--- config.mk ---
export PLATFORM = sky130hd
export DESIGN_NAME = sha256_msg_schedule
export DESIGN_NICKNAME = d
export VERILOG_FILES = /design/src/rtl/sha256_pkg.sv /design/src/rtl/rotate_right.sv /design/src/rtl/sha256_w_next.sv /design/src/rtl/sha256_msg_schedule.sv
export SDC_FILE = /design/constraint.sdc
export NUM_CORES = 1
export LEC_CHECK = 0
export ABC_AREA = 1
export CELL_PAD_IN_SITES_DETAIL_PLACEMENT = 0
export CELL_PAD_IN_SITES_GLOBAL_PLACEMENT = 1
export CORE_AREA = 2 2 318 320
export CTS_CLUSTER_SIZE = 25
export DETAILED_ROUTE_END_ITERATION = 10
export DIE_AREA = 0 0 320 322
export GPL_TIMING_DRIVEN = 0
export PLACE_DENSITY_LB_ADDON = 0.05
export SLEW_MARGIN = 20
export SYNTH_ARGS = -nofsm -noshare
export SYNTH_HDL_FRONTEND = slang
export SYNTH_HIERARCHICAL = 1
export SYNTH_SLANG_ARGS = --single-unit
--- constraint.sdc ---
create_clock -name clk -period 8.57 [get_ports clk]
set_input_delay 0.857 -clock clk [delete_from_list [all_inputs] [get_ports clk]]
set_output_delay 0.857 -clock clk [all_outputs]
set_load 0.02 [all_outputs]
--- src/rtl/sha256_pkg.sv ---
`default_nettype none
// ============================================================================
// Module      : sha256_pkg
// Description : Shared SHA-256 widths, word/block types and sigma rotate amounts.
// Revision    : 1.0 - initial release
// ============================================================================
package sha256_pkg;

    localparam int WORD_W  = 32;
    localparam int ROUNDS  = 64;
    localparam int BLOCK_W = 16 * WORD_W;

    typedef logic [WORD_W-1:0]  word_t;
    typedef logic [BLOCK_W-1:0] block_t;

    // Small-sigma amounts; the compression stage reuses the same naming.
    localparam int c_S0_ROT_A = 7;
    localparam int c_S0_ROT_B = 18;
    localparam int c_S0_SHR   = 3;
    localparam int c_S1_ROT_A = 17;
    localparam int c_S1_ROT_B = 19;
    localparam int c_S1_SHR   = 10;

endpackage
`default_nettype wire

--- src/rtl/rotate_right.sv ---
`default_nettype none
// ============================================================================
// Module      : rotate_right
// Description : Constant-amount right rotate of a WIDTH-bit word.
// Revision    : 1.0 - initial release
// ============================================================================
module rotate_right #(
    parameter int WIDTH  = 32,
    parameter int AMOUNT = 1
) (
    input  logic [WIDTH-1:0] din,
    output logic [WIDTH-1:0] dout
);

    assign dout = (din >> AMOUNT) | (din << (WIDTH - AMOUNT));

endmodule
`default_nettype wire

--- src/rtl/sha256_w_next.sv ---
`default_nettype none
// ============================================================================
// Module      : sha256_w_next
// Description : Next schedule word s1(w14) + w9 + s0(w1) + w0, mod 2^32.
// Revision    : 1.0 - initial release
// ============================================================================
module sha256_w_next
    import sha256_pkg::*;
(
    input  logic [31:0] win0,
    input  logic [31:0] win1,
    input  logic [31:0] win9,
    input  logic [31:0] win14,
    output logic [31:0] w_new
);

    logic [31:0] w_s0_a;
    logic [31:0] w_s0_b;
    logic [31:0] w_s1_a;
    logic [31:0] w_s1_b;
    logic [31:0] w_s0;
    logic [31:0] w_s1;

    rotate_right #(.WIDTH(32), .AMOUNT(c_S0_ROT_A)) u_s0_rot_a (.din(win1),  .dout(w_s0_a));
    rotate_right #(.WIDTH(32), .AMOUNT(c_S0_ROT_B)) u_s0_rot_b (.din(win1),  .dout(w_s0_b));
    rotate_right #(.WIDTH(32), .AMOUNT(c_S1_ROT_A)) u_s1_rot_a (.din(win14), .dout(w_s1_a));
    rotate_right #(.WIDTH(32), .AMOUNT(c_S1_ROT_B)) u_s1_rot_b (.din(win14), .dout(w_s1_b));

    assign w_s0  = w_s0_a ^ w_s0_b ^ (win1  >> c_S0_SHR);
    assign w_s1  = w_s1_a ^ w_s1_b ^ (win14 >> c_S1_SHR);
    assign w_new = w_s1 + win9 + w_s0 + win0;

endmodule
`default_nettype wire

--- src/rtl/sha256_msg_schedule.sv ---
`default_nettype none
// ============================================================================
// Module      : sha256_msg_schedule
// Description : Streams W[0..63] for one 512-bit block through a 16-word window.
// Revision    : 1.0 - initial release
// ============================================================================
module sha256_msg_schedule
    import sha256_pkg::*;
#(
    parameter int WORD_W = 32,
    parameter int ROUNDS = 64
) (
    input  logic                clk,
    input  logic                rst,
    input  logic                blk_valid,
    output logic                blk_ready,
    input  logic [16*WORD_W-1:0] blk_data,
    output logic                w_valid,
    input  logic                w_ready,
    output logic [WORD_W-1:0]   w_data,
    output logic [5:0]          w_idx,
    output logic                w_last
);

    localparam logic [0:0] c_st_idle = 1'b0;
    localparam logic [0:0] c_st_run  = 1'b1;
    localparam logic [5:0] c_last    = 6'(ROUNDS - 1);

    logic [0:0] r_state;
    logic [5:0] r_cnt;
    word_t      r_win [16];
    word_t      w_new;
    logic       w_is_last;

    sha256_w_next u_w_next (
        .win0  (r_win[0]),
        .win1  (r_win[1]),
        .win9  (r_win[9]),
        .win14 (r_win[14]),
        .w_new (w_new)
    );

    assign w_is_last = (r_cnt == c_last);

    always_ff @(posedge clk) begin
        if (rst) begin
            r_state <= c_st_idle;
            r_cnt   <= '0;
            for (int i = 0; i < 16; i++) begin
                r_win[i] <= '0;
            end
        end else begin
            case (r_state)
                c_st_idle: begin
                    if (blk_valid) begin
                        r_state <= c_st_run;
                        r_cnt   <= '0;
                        for (int i = 0; i < 16; i++) begin
                            r_win[i] <= blk_data[16*WORD_W-1-32*i -: 32];
                        end
                    end
                end
                c_st_run: begin
                    // Window slides only on a handshake so stalled outputs hold.
                    if (w_ready) begin
                        for (int i = 0; i < 15; i++) begin
                            r_win[i] <= r_win[i+1];
                        end
                        r_win[15] <= w_new;
                        r_cnt     <= r_cnt + 6'd1;
                        if (w_is_last) begin
                            r_state <= c_st_idle;
                        end
                    end
                end
                default: r_state <= c_st_idle;
            endcase
        end
    end

    assign blk_ready = (r_state == c_st_idle);
    assign w_valid   = (r_state == c_st_run);
    assign w_data    = r_win[0];
    assign w_idx     = r_cnt;
    assign w_last    = (r_state == c_st_run) && w_is_last;

endmodule
`default_nettype wire

==> impl_results.md <==
- Outcome: finished, final reports clean
- Die Wd: about 320 um
- Routed length per instance: between 20 and 25 um
- Clk_skew: about 0.011 ns
- Post-synthesis adder-cell area fraction: under 10%
- Fin nets: approximately 4200
- Seq cells post-synth: 519
- CP max FO: 4
- Distinct cell type count of the synthesized netlist: 30
- Final min period: roughly 4.3 ns
- Mapped Cells: about 3000
- Syn nets: ~3600
- P per Cell Area: roughly 250 nW/um2
- FMAX: around 0.23 GHz
- Actual slew at the worst max-slew pin: between 0.9 and 1 ns
- Worst-path clk slew: 0.06 ns
- CTS Hold Buffers Added: 0
- TNS Setup: 0 ns
- DRC viols: 0
- Syn-to-layout area delta: 32.8%
- Crit share post-route: 50.7%
- Largest net degree at the start of global routing: between 50 and 60
- Worst skew pair latency: between 0.6 and 0.7 ns
- Synth Area in Simple Gates: roughly a fifth
- Final hold slack: just under 0.5 ns
- P_leak: 16.3 nW
- Core Box Area: 99600 um2
- Syn_area_per_cell: between 9 and 10 um2
- Warnings, synthesis: 6
- Vias: 22400
- Gr usage total: 23.0%
- Peak VDD IR: about 0.17 mV
- CTS Buf Count: between 60 and 70
- Worst EP arrival: between 4 and 5 ns
- Via/cell ratio: about 4.5
- Tot Pwr: 9.56 mW
- Starting Density: around 29%
- Wire length of the first global-routing pass: 169000 um
- Max Transition Viols Final: 0
- Layout cell share with drive strength beyond 1: roughly a tenth
- Final wirelength: 120000 um
- FF-to-FF path depth: 18
- # resized after CTS: 0
- Post-layout util: a little under two fifths
- Mux share of post-synthesis cell area: 0%
- Synth Cell Area: ~29000 um2
- Nature of the critical path endpoint: register
- Die Y: 322 um
- Detail Route Antenna Nets: 0
- DIE AREA: ~100000 um2
- GR Overflow Total: 0
- Setup CP Type: reg2reg
- RSZ-0062 raised after global routing: false
- Initial antenna violation count: 26
- Largest family of logic cells by synthesized area: simple AND/OR/NAND/NOR gates
- Final hold violations: 0
- Setup Buffers After CTS: 0
- Initial detailed-routing violation count: between 1000 and 1500
- CP startpoint kind: register
- Total I/O pin count: around 560
- Hold Path Class: reg2reg
- Port buffer count: 555
- Hpwl dp: approximately 100000 um
- Htree depth: 2
- XOR/XNOR share of the synthesized area: ~4.2%
- Hold depth: 2
- Vias in the first global route: about 23000
- Root buf cell: clkbuf_16
- Clock sink total: 519
- Relative slew slack: ~36%
- # rows: approximately 120
- GP Congestion: 0.895
- Seq/Total Area, Yosys: 54.3%
- Drt pass-1 iters: 6
- CTS tree: yes
- Worst EP required: about 9.0 ns
- Setup-failing EPs final: 0
- FILL cells: approximately 10000
- Clock Tree Buf Depth: 3
- Max Cap Viol: 0
- Synth Area in Compound Gates: 7.42%
[cell usage after synthesis]
| library cell | instances | share of area, % |
|---|---|---|
| buf_2 | 84 | 1.5 |
| a21oi_1 | 247 | 4.3 |
| o21bai_1 | 2 | 0.052 |
| buf_6 | 1 | 0.039 |
| nand3_1 | 216 | 3.8 |
| nor3_1 | 4 | 0.070 |
| a22o_1 | 96 | 2.9 |
| nor2_1 | 44 | 0.58 |
| nand2_1 | 1066 | 14 |
| dfxtp_1 | 7 | 0.49 |
| nor2_2 | 3 | 0.066 |
| inv_1 | 238 | 3.1 |
| buf_1 | 24 | 0.32 |
| nand4_1 | 4 | 0.087 |
| nand3_2 | 4 | 0.14 |
| fa_1 | 62 | 4.3 |
| edfxtp_1 | 512 | 54 |
| inv_4 | 1 | 0.022 |
| xnor2_1 | 62 | 1.9 |
| nand2_2 | 19 | 0.42 |
| o21bai_2 | 1 | 0.039 |
| a211oi_1 | 1 | 0.026 |
| ha_1 | 32 | 1.4 |
| inv_2 | 5 | 0.066 |
| o21ai_0 | 2 | 0.035 |
| buf_4 | 137 | 3.6 |
| clkbuf_1 | 40 | 0.53 |
| nor2_8 | 1 | 0.070 |
| xor2_1 | 74 | 2.3 |
| nor3_2 | 2 | 0.070 |
[layer usage]
| metal | part of all wire [%] | GRT usage, % | routed length, um |
|---|---|---|---|
| met2 | 50 | 40.7 | 60000 |
| met3 | 4.8 | 4.25 | 5820 |
| met4 | 2.3 | 5.86 | 2770 |
| met1 | 43 | 28.8 | 51500 |
| met5 | 0.18 | 0 | 218 |
[path summary, 6_finish.rpt]
check | startpoint | endpoint | slack [ns]
setup / recovery | r_win[1][8] | r_win[15][21] | 4.22
hold / removal | w_idx[4] | w_idx[4] | 0.49
setup reg to reg | r_win[1][8] | r_win[15][21] | 4.22
hold reg to reg | w_idx[4] | w_idx[4] | 0.49
[critical path: stages (launching register included)]
cell and delay (ns):
edfxtp_1 0.49, buf_4 0.19, xnor2_1 0.17, xor2_1 0.34, fa_1 0.48, inv_1 0.14, fa_1 0.44, ha_1 0.24
fa_1 0.49, nand3_1 0.11, nand3_1 0.13, nand3_1 0.12, nand3_2 0.16, nand2_1 0.13, nand2_1 0.05, nand2_1 0.05
nand2_1 0.14, nand2_1 0.14, nand2_1 0.08
[cell families (layout without fill, tap and decap cells)]
family / after synthesis / in the layout
buffers and inverters: 530 / 1205
xor gates and xnor gates: 136 / 136
other: 0 / 3
adders and majority gates: 94 / 94
AOI/OAI and AO/OA: 349 / 349
DFF: 519 / 519
and+or+nand+nor: 1363 / 1363
[stage by stage]
stage	instance area, um2	setup WS (ns)	std cells
after global routing	38000	3.93	4967
after global placement	35800	-1.55	4844
final	38000	4.22	4967
after detailed placement	36000	4.20	4852
after floorplan	28600	1.68	2991
after CTS	38000	4.15	4964
[area by class of cell]
type | count | area [um2] | share of cell area [%]
flip-flops and latches | 519 | 15500 | 40.9
multi-input cells | 1942 | 10500 | 27.6
repair buffers | 563 | 5750 | 15.1
plain buffers | 286 | 1700 | 4.48
well taps | 1298 | 1620 | 4.28
clock buffers | 66 | 1550 | 4.07
inverters | 244 | 918 | 2.42
clock inverters | 46 | 427 | 1.12
diodes | 3 | 7.51 | 0.0198
[registers in the layout, summed over array words and instances, names as in the netlist]
| signal | flops |
|---|---|
| r_win | 512 |
| w_idx | 6 |
| w_valid | 1 |
[placed cells by master (no fill, tap or decap), types with 4 or more instances in the layout]
cell type | synthesis | routed
buf_4 | 137 | 137
nand3_1 | 216 | 216
buf_16 | 0 | 5
nand2_1 | 1066 | 1063
clkbuf_16 | 0 | 61
a21oi_1 | 247 | 247
ha_1 | 32 | 32
buf_2 | 84 | 84
clkinv_2 | 0 | 20
inv_2 | 5 | 5
dfxtp_1 | 7 | 7
clkinv_1 | 0 | 12
bufinv_16 | 0 | 7
xnor2_1 | 62 | 62
fa_1 | 62 | 62
xor2_1 | 74 | 74
a22o_1 | 96 | 96
nor3_1 | 4 | 4
buf_1 | 24 | 24
nand4_1 | 4 | 4
clkdlybuf4s50_1 | 0 | 555
nand2_2 | 19 | 19
clkbuf_1 | 40 | 45
nand3_2 | 4 | 4
edfxtp_1 | 512 | 512
inv_1 | 238 | 238
nor2_1 | 44 | 44
[power breakdown]
part	switching, mW	internal, mW	leakage (nW)
clock network	1.10	1.51	0.979
logic	2.40	1.28	9.73
registers	0.167	3.10	5.63
No activity file was read; power rests on OpenSTA's default activity.
